**config.mk**
```make
export PLATFORM = sky130hd
export DESIGN_NAME = burst_addr_gen_param
export DESIGN_NICKNAME = d
export VERILOG_FILES = /design/src/rtl/burst_addr_gen_param.sv
export SDC_FILE = /design/constraint.sdc
export NUM_CORES = 1
export LEC_CHECK = 0
export BUFFER_PORTS_ARGS = -buffer_cell sky130_fd_sc_hd__buf_4
export CORE_AREA = 2 2 59 61
export DETAILED_ROUTE_END_ITERATION = 12
export DIE_AREA = 0 0 61 63
export GPL_TIMING_DRIVEN = 0
export PLACE_DENSITY = 0.75
export RECOVER_POWER = 100
export SYNTH_ARGS = -nofsm -noshare
export SYNTH_HDL_FRONTEND = slang
export SYNTH_SLANG_ARGS = --single-unit
```
**constraint.sdc**
```tcl
create_clock -name clk -period 4 [get_ports clk]
set_input_delay 0.8 -clock clk [delete_from_list [all_inputs] [get_ports clk]]
set_output_delay 0.8 -clock clk [all_outputs]
set_load 0.02 [all_outputs]
```
**src/rtl/burst_addr_gen_param.sv**
```systemverilog
// burst_addr_gen_param: serial-load burst address generator with ready-paced MSB-first beats; define BURST_WRAP_EN to enable wrapping bursts
module burst_addr_gen_param #(
  parameter int ADDR_W = 8,
  parameter int LEN_W  = 4
) (
  input  logic             clk,
  input  logic             rst,
  input  logic             burst_en,
  input  logic             mode_sel,
  input  logic             wrap_sel,
  input  logic             burst_len_in,
  input  logic             addr_in,
  input  logic             beat_ready,
  output logic             addr_sel,
  output logic             addr_ser_out,
  output logic             addr_valid,
  output logic             busy,
  output logic             done,
  output logic [LEN_W-1:0] beat_cnt
);
  localparam int CW = $clog2(ADDR_W + 1);
  typedef enum logic [2:0] {IDLE, LOAD, WAIT, SHIFT, NEXT, DONE} state_t;
  state_t            state;
  logic [ADDR_W-1:0] addr_q, sh_q, addr_inc, next_addr;
  logic [LEN_W-1:0]  len_q, last_idx;
  logic [CW-1:0]     cnt;
  logic              mode_q;
  assign addr_inc = addr_q + ADDR_W'(1);
  assign last_idx = mode_q ? len_q : '0;
`ifdef BURST_WRAP_EN
  logic              wrap_q;
  logic [ADDR_W-1:0] mask;
  assign mask = ADDR_W'(len_q);
  assign next_addr = (wrap_q && mode_q && (len_q & (len_q + LEN_W'(1))) == '0)
                     ? (addr_q & ~mask) | (addr_inc & mask) : addr_inc;
`else
  logic unused_wrap;
  assign unused_wrap = wrap_sel;
  assign next_addr = addr_inc;
`endif
  // Control FSM: reset and abort share one path back to IDLE; every output is registered
  always_ff @(posedge clk) begin
    if (rst || (state != IDLE && !burst_en)) begin
      state        <= IDLE;
      addr_sel     <= 1'b0;
      addr_ser_out <= 1'b0;
      addr_valid   <= 1'b0;
      busy         <= 1'b0;
      done         <= 1'b0;
      beat_cnt     <= '0;
      cnt          <= '0;
      addr_q       <= '0;
      sh_q         <= '0;
      len_q        <= '0;
      mode_q       <= 1'b0;
`ifdef BURST_WRAP_EN
      wrap_q       <= 1'b0;
`endif
    end else begin
      case (state)
        IDLE: if (burst_en) begin
          state    <= LOAD;
          busy     <= 1'b1;
          mode_q   <= mode_sel;
`ifdef BURST_WRAP_EN
          wrap_q   <= wrap_sel;
`endif
          cnt      <= '0;
          beat_cnt <= '0;
        end
        LOAD: if (cnt == CW'(ADDR_W)) begin
          state <= WAIT;
          cnt   <= '0;
        end else begin
          addr_q <= (addr_q << 1) | ADDR_W'(addr_in);
          len_q  <= (cnt < CW'(LEN_W)) ? (len_q << 1) | LEN_W'(burst_len_in) : len_q;
          cnt    <= cnt + CW'(1);
        end
        WAIT: if (beat_ready) begin
          state        <= SHIFT;
          addr_sel     <= 1'b1;
          addr_valid   <= 1'b1;
          addr_ser_out <= addr_q[ADDR_W-1];
          sh_q         <= addr_q << 1;
          cnt          <= CW'(1);
        end
        SHIFT: if (cnt == CW'(ADDR_W)) begin
          state        <= (beat_cnt == last_idx) ? DONE : NEXT;
          done         <= beat_cnt == last_idx;
          addr_sel     <= 1'b0;
          addr_valid   <= 1'b0;
          addr_ser_out <= 1'b0;
          cnt          <= '0;
        end else begin
          addr_ser_out <= sh_q[ADDR_W-1];
          sh_q         <= sh_q << 1;
          cnt          <= cnt + CW'(1);
        end
        NEXT: begin
          state    <= WAIT;
          beat_cnt <= beat_cnt + LEN_W'(1);
          addr_q   <= next_addr;
        end
        DONE: begin
          state <= IDLE;
          done  <= 1'b0;
          busy  <= 1'b0;
        end
        default: state <= IDLE;
      endcase
    end
  end
endmodule

```
Word level (Yosys, flattened, before mapping)
Cells that the tools add are included.
- flip-flop bits (word level): 36
- input port bits: 8
- output and inout bits: 9
- word-level logic and storage cells: 81
- add/sub/neg operators: 3
- $lt $le $gt $ge: 1
- eq/ne operators: 13
- multiplexer cells: 27
- bitwise logic cells: 3
- reduce and logical (&&, ||, !) cells: 23
- operators with widths (cell ; count):
    8-bit one-hot mux with 2 select lines ; 2
    8-bit 2-to-1 mux ; 3
    4-bit 2-to-1 mux ; 4
    3-bit one-hot mux with 5 select lines ; 1
    3-bit 2-to-1 mux ; 4
    2-bit != test, second input constant ; 6
    4-bit one-hot mux with 3 select lines ; 1
    2-bit AND reduction ; 6
    3-bit AND reduction ; 4
    2-bit nonzero test ; 5
    4-bit by 1-bit adder with 4-bit output, second input constant ; 2
    8-bit by 1-bit adder with 8-bit output, second input constant ; 1
    8-bit by 1-bit OR with 8-bit output ; 1
    1-bit one-hot mux with 2 select lines ; 4
    4-bit one-hot mux with 2 select lines ; 1
    1-bit 2-to-1 mux ; 7
    3-bit by 2-bit == test with 1-bit output, second input constant ; 2
    3-bit == test, second input constant ; 2
    3-bit nonzero test ; 2
    4-bit == test ; 1
    4-bit == test, second input constant ; 1
    4-bit by 3-bit < comparator with 1-bit output, second input constant ; 1
    4-bit by 1-bit OR with 4-bit output ; 1
    4-bit AND reduction ; 1
    7 further kinds ; 7

Depth between registers and ports, before layout
- word-level depth: 5
- depth in mapped cells: 8
- gate-level depth less buffers: 6

Least setup slack after synthesis
OpenSTA, ideal clock, no wires.
- path type: input to register
- start point: in beat_ready
- end point: reg cnt[0]
- setup time: 0.064 ns
- arrival: 1.787 ns
- data required time: 3.936 ns
- slack: 2.149 ns
- stages: 4
- path buffers: 0
- path through: mux2_2 -> o21bai_1 -> mux2_2 -> nor2_1
- cells in the longest elaborated chain, start to end: 2
- RTL lines (item ; line ; text):
    from (decl) ; 13 ; input logic beat_ready,
    2-bit != test (no source line) ; - ;
    3-bit AND reduction (no source line) ; - ;
    to (signal assigned) ; 77 ; cnt <= cnt + CW'(1);
    to (signal assigned) ; 97 ; cnt <= cnt + CW'(1);
    to (decl) ; 26 ; logic [CW-1:0] cnt;
No other way between the ends.
A chain may end at the register's enable or synchronous reset.

Worst setup path in the final report
- start point: reg state[1]
- end point: reg sh_q[1]
- cells in the longest elaborated chain, start to end: 3
- elaborated cells on any way between the ends: 10
- classes of those cells: eq/ne (4); mux (1); reduce/logical (5)
- RTL lines (item ; line ; text):
    from (decl) ; 23 ; state_t state;
    from (signal assigned) ; 88 ; state <= (beat_cnt == last_idx) ? DONE : NEXT;
    3-bit by 2-bit == test with 1-bit output / 3-bit nonzero test (equally long branches) ; 60, 43 ;
    2-bit != test (no source line) (tied with other cells) ; - ;
    3-bit AND reduction (no source line) / 1-bit logical OR (equally long branches) ; - ;
    to (signal assigned) ; 84 ; sh_q <= addr_q << 1;
    to (signal assigned) ; 96 ; sh_q <= sh_q << 1;
    to (decl) ; 24 ; logic [ADDR_W-1:0] addr_q, sh_q, addr_inc, next_addr;
Several ways; a longest one is shown, not always the timed one.

==> metrics.txt <==
Critical R2R Launch=state[1]$_SDFFE_PP0P_; Congestion Overflow GR=0; Post-synth ARST share=0; setup violators final=0; GP Congestion=about 0.83; gr usage total=0.240; First-pass DRT Iterations=4; mapped cell area=0.00184 mm²; num ports=17; post-CTS sizing=0; Seq cells post-synth=35; Die Width=61 µm; Post-Route WL=between 4 and 5 mm; Setup TNS=0 ns; crit start category=register; status=finished, final reports clean; clock buffer depth=2; nets=approximately 250; Post-CTS Setup Bufs=0; Synth Warn #=0; Synth Flop Type=dfxtp_1; Synth cell types=50; Crit Reg-Reg Endpoint=sh_q[1]$_SDFFE_PP0P_; hold_sp=busy$_SDFFE_PP0P_; Clock Skew=between 0.02 and 0.025 ns; Remaining DRCs=0; Mapped Cells=about 210; Starting Density=0.570; Period minus WS final=2.42 ns; Setup WS pre-CTS=1.87 ns; register area share after synthesis=0.380; Vias=approximately 1600; top cells by count, synth=dfxtp_1 (35), nand2_1 (22), a21oi_1 (19), nor2_1 (17), nand3_1 (13); hold_buf cts=0; core area=0.00323 mm²; post-synth top area share=0.380; syn nets=around 230; setup slack, reg-to-reg=1.58 ns; count of pins over their slew limit=0; DIE AREA=a little under 0.004 mm²; clock root buffer=clkbuf_4; fraction of layout cells with a size suffix above 1=0.127; fin crit share=0.605; Final Hold Fails=0; CTS H-tree lvls=2; Avg WL per Cell=14.7 µm; clock tree from TritonCTS=yes; Hold EP=busy$_SDFFE_PP0P_; Inst Count DP=275; Worst Setup Slack, final=1.58 ns; HP Class=reg2reg; most common cell in the netlist=dfxtp_1; hpwl dp=2.95 mm; largest net degree at the start of global routing=12; Min-Delay Path Depth=2; Final ANT Viol Nets=0; ranking of synthesized cells by area=dfxtp_1 (38%), a21oi_1 (5.2%), nand2_1 (4.5%); Worst EP arrival=about 2.6 ns; Relative slew margins=0.420; Die H=approximately 63 µm; Least-Margin Pin Slew=roughly 0.87 ns; CP required=4.20 ns; IO buf count=15; post-route insts no fill=about 280; vias per inst=5.81; number of global-route vias before repair=~1600; largest fanout on the critical path=10; Cell Pwr Density=333 mW/mm²; first-pass GRT wire length=between 7 and 8 mm; initial antenna violation count=0; final core occ=0.633; num rows=21; nature of the critical path endpoint=register; Num Clock Sinks=35; Initial DRC Count=just under 90; Peak VDD IR=~0.00027 V; count of antenna diodes in the layout=0; Avg Cell Area, Syn=8.61 µm²; RSZ-0062 raised after global routing=false; Layout area overhead=11.0%; P_leak=0.755 nW; Reg clk slew, reported paths=0.12 ns; maxcap violations=0; Yosys top cell by area=dfxtp_1; crit path kind=reg2reg; FMAX=0.413 GHz; Post-synth EDFFs=0; later-pin clock latency in the skew report=about 0.35 ns; Register-to-Register Path Depth=6; total CTS buffers=5
-- cell type report --
class	instances	area (µm²)
fillers	315	1190
clock inverters	2	35.0
clock buffers	6	51.3
well taps	46	57.6
flip-flops and latches	35	701
plain buffers	14	76.3
inverters	5	18.8
repair buffers	15	78.8
multi-input cells	160	1030
-- cell families after synthesis --
family                   Yosys count  share of synthesized area
flip-flops                        35                      0.380
AO/OA/AOI/OAI                     59                      0.216
multiplexers                       9                     0.0503
AND/OR/NAND/NOR                   84                      0.250
adder cells (fa/ha/maj)            4                     0.0272
buffers and inverters             19                     0.0571
XOR/XNOR                           4                     0.0190
-- critical path, cell delays in order (launching register included) --
cell	delay (ns)
dfxtp_1	0.41
clkbuf_1	0.41
nor3_1	0.18
o21bai_1	0.23
clkbuf_1	0.45
clkbuf_1	0.51
a21oi_1	0.08
-- cell usage in the layout, fill, tap and decap left out, types with 6 or more instances in the layout --
master / n
a211oi_1: 8
nor2_1: 17
o21ai_0: 7
nand4_1: 6
clkbuf_1: 15
mux2i_1: 7
nand2_1: 22
a21oi_1: 19
dfxtp_1: 35
buf_4: 9
nand3_1: 13
-- how the worst max path moves through the flow --
stage | startpoint | end | slack [ns] | cells past startpoint
final | state[1]$_SDFFE_PP0P_ | sh_q[1]$_SDFFE_PP0P_ | 1.58 | 6
after global routing | state[1]$_SDFFE_PP0P_ | beat_cnt[0]$_SDFFE_PP0P_ | 1.35 | 6
after CTS | beat_cnt[0]$_SDFFE_PP0P_ | beat_cnt[0] | 2.17 | 1
after detailed placement | burst_en | cnt[0]$_SDFFE_PP0P_ | 1.87 | 5
after global placement | burst_en | cnt[0]$_SDFFE_PP0P_ | 1.91 | 5
after floorplan | beat_ready | cnt[0]$_SDFFE_PP0P_ | 2.15 | 4
-- power by group --
part           total [mW]  internal, mW  switching, mW
Clock               0.271         0.148          0.123
Combinational      0.0513        0.0182         0.0331
Sequential          0.358         0.353        0.00469
Total               0.680         0.519          0.161
-- metrics by stage --
step	total power, mW	cell area (µm²)	hold slack (ns)
2_1_floorplan	0.400	1840	0.449
3_3_place_gp	0.416	2010	0.441
5_1_grt	0.701	2040	0.490
3_5_place_dp	0.418	2010	0.453
6_report	0.680	2040	0.473
4_1_cts	0.685	2100	0.470
-- flip-flops by register name, summed over array words and instances (netlist names) --
| signal | flops |
|---|---|
| addr_ser_out | 1 |
| done | 1 |
| beat_cnt | 4 |
| addr_valid | 1 |
| busy | 1 |
| len_q | 4 |
| sh_q | 7 |
| addr_q | 8 |
| cnt | 4 |
| mode_q | 1 |
| state | 3 |
-- metal layers --
| layer | global-route usage | up-vias | part of all wire |
|---|---|---|---|
| li1 | - | 830 | - |
| met1 | 0.293 | 778 | 0.45 |
| met2 | 0.399 | 31 | 0.49 |
| met3 | 0.0476 | 5 | 0.041 |
| met4 | 0.0978 | 0 | 0.012 |
| met5 | 0 | - | 0 |
Power figures use the tool's default switching activity.
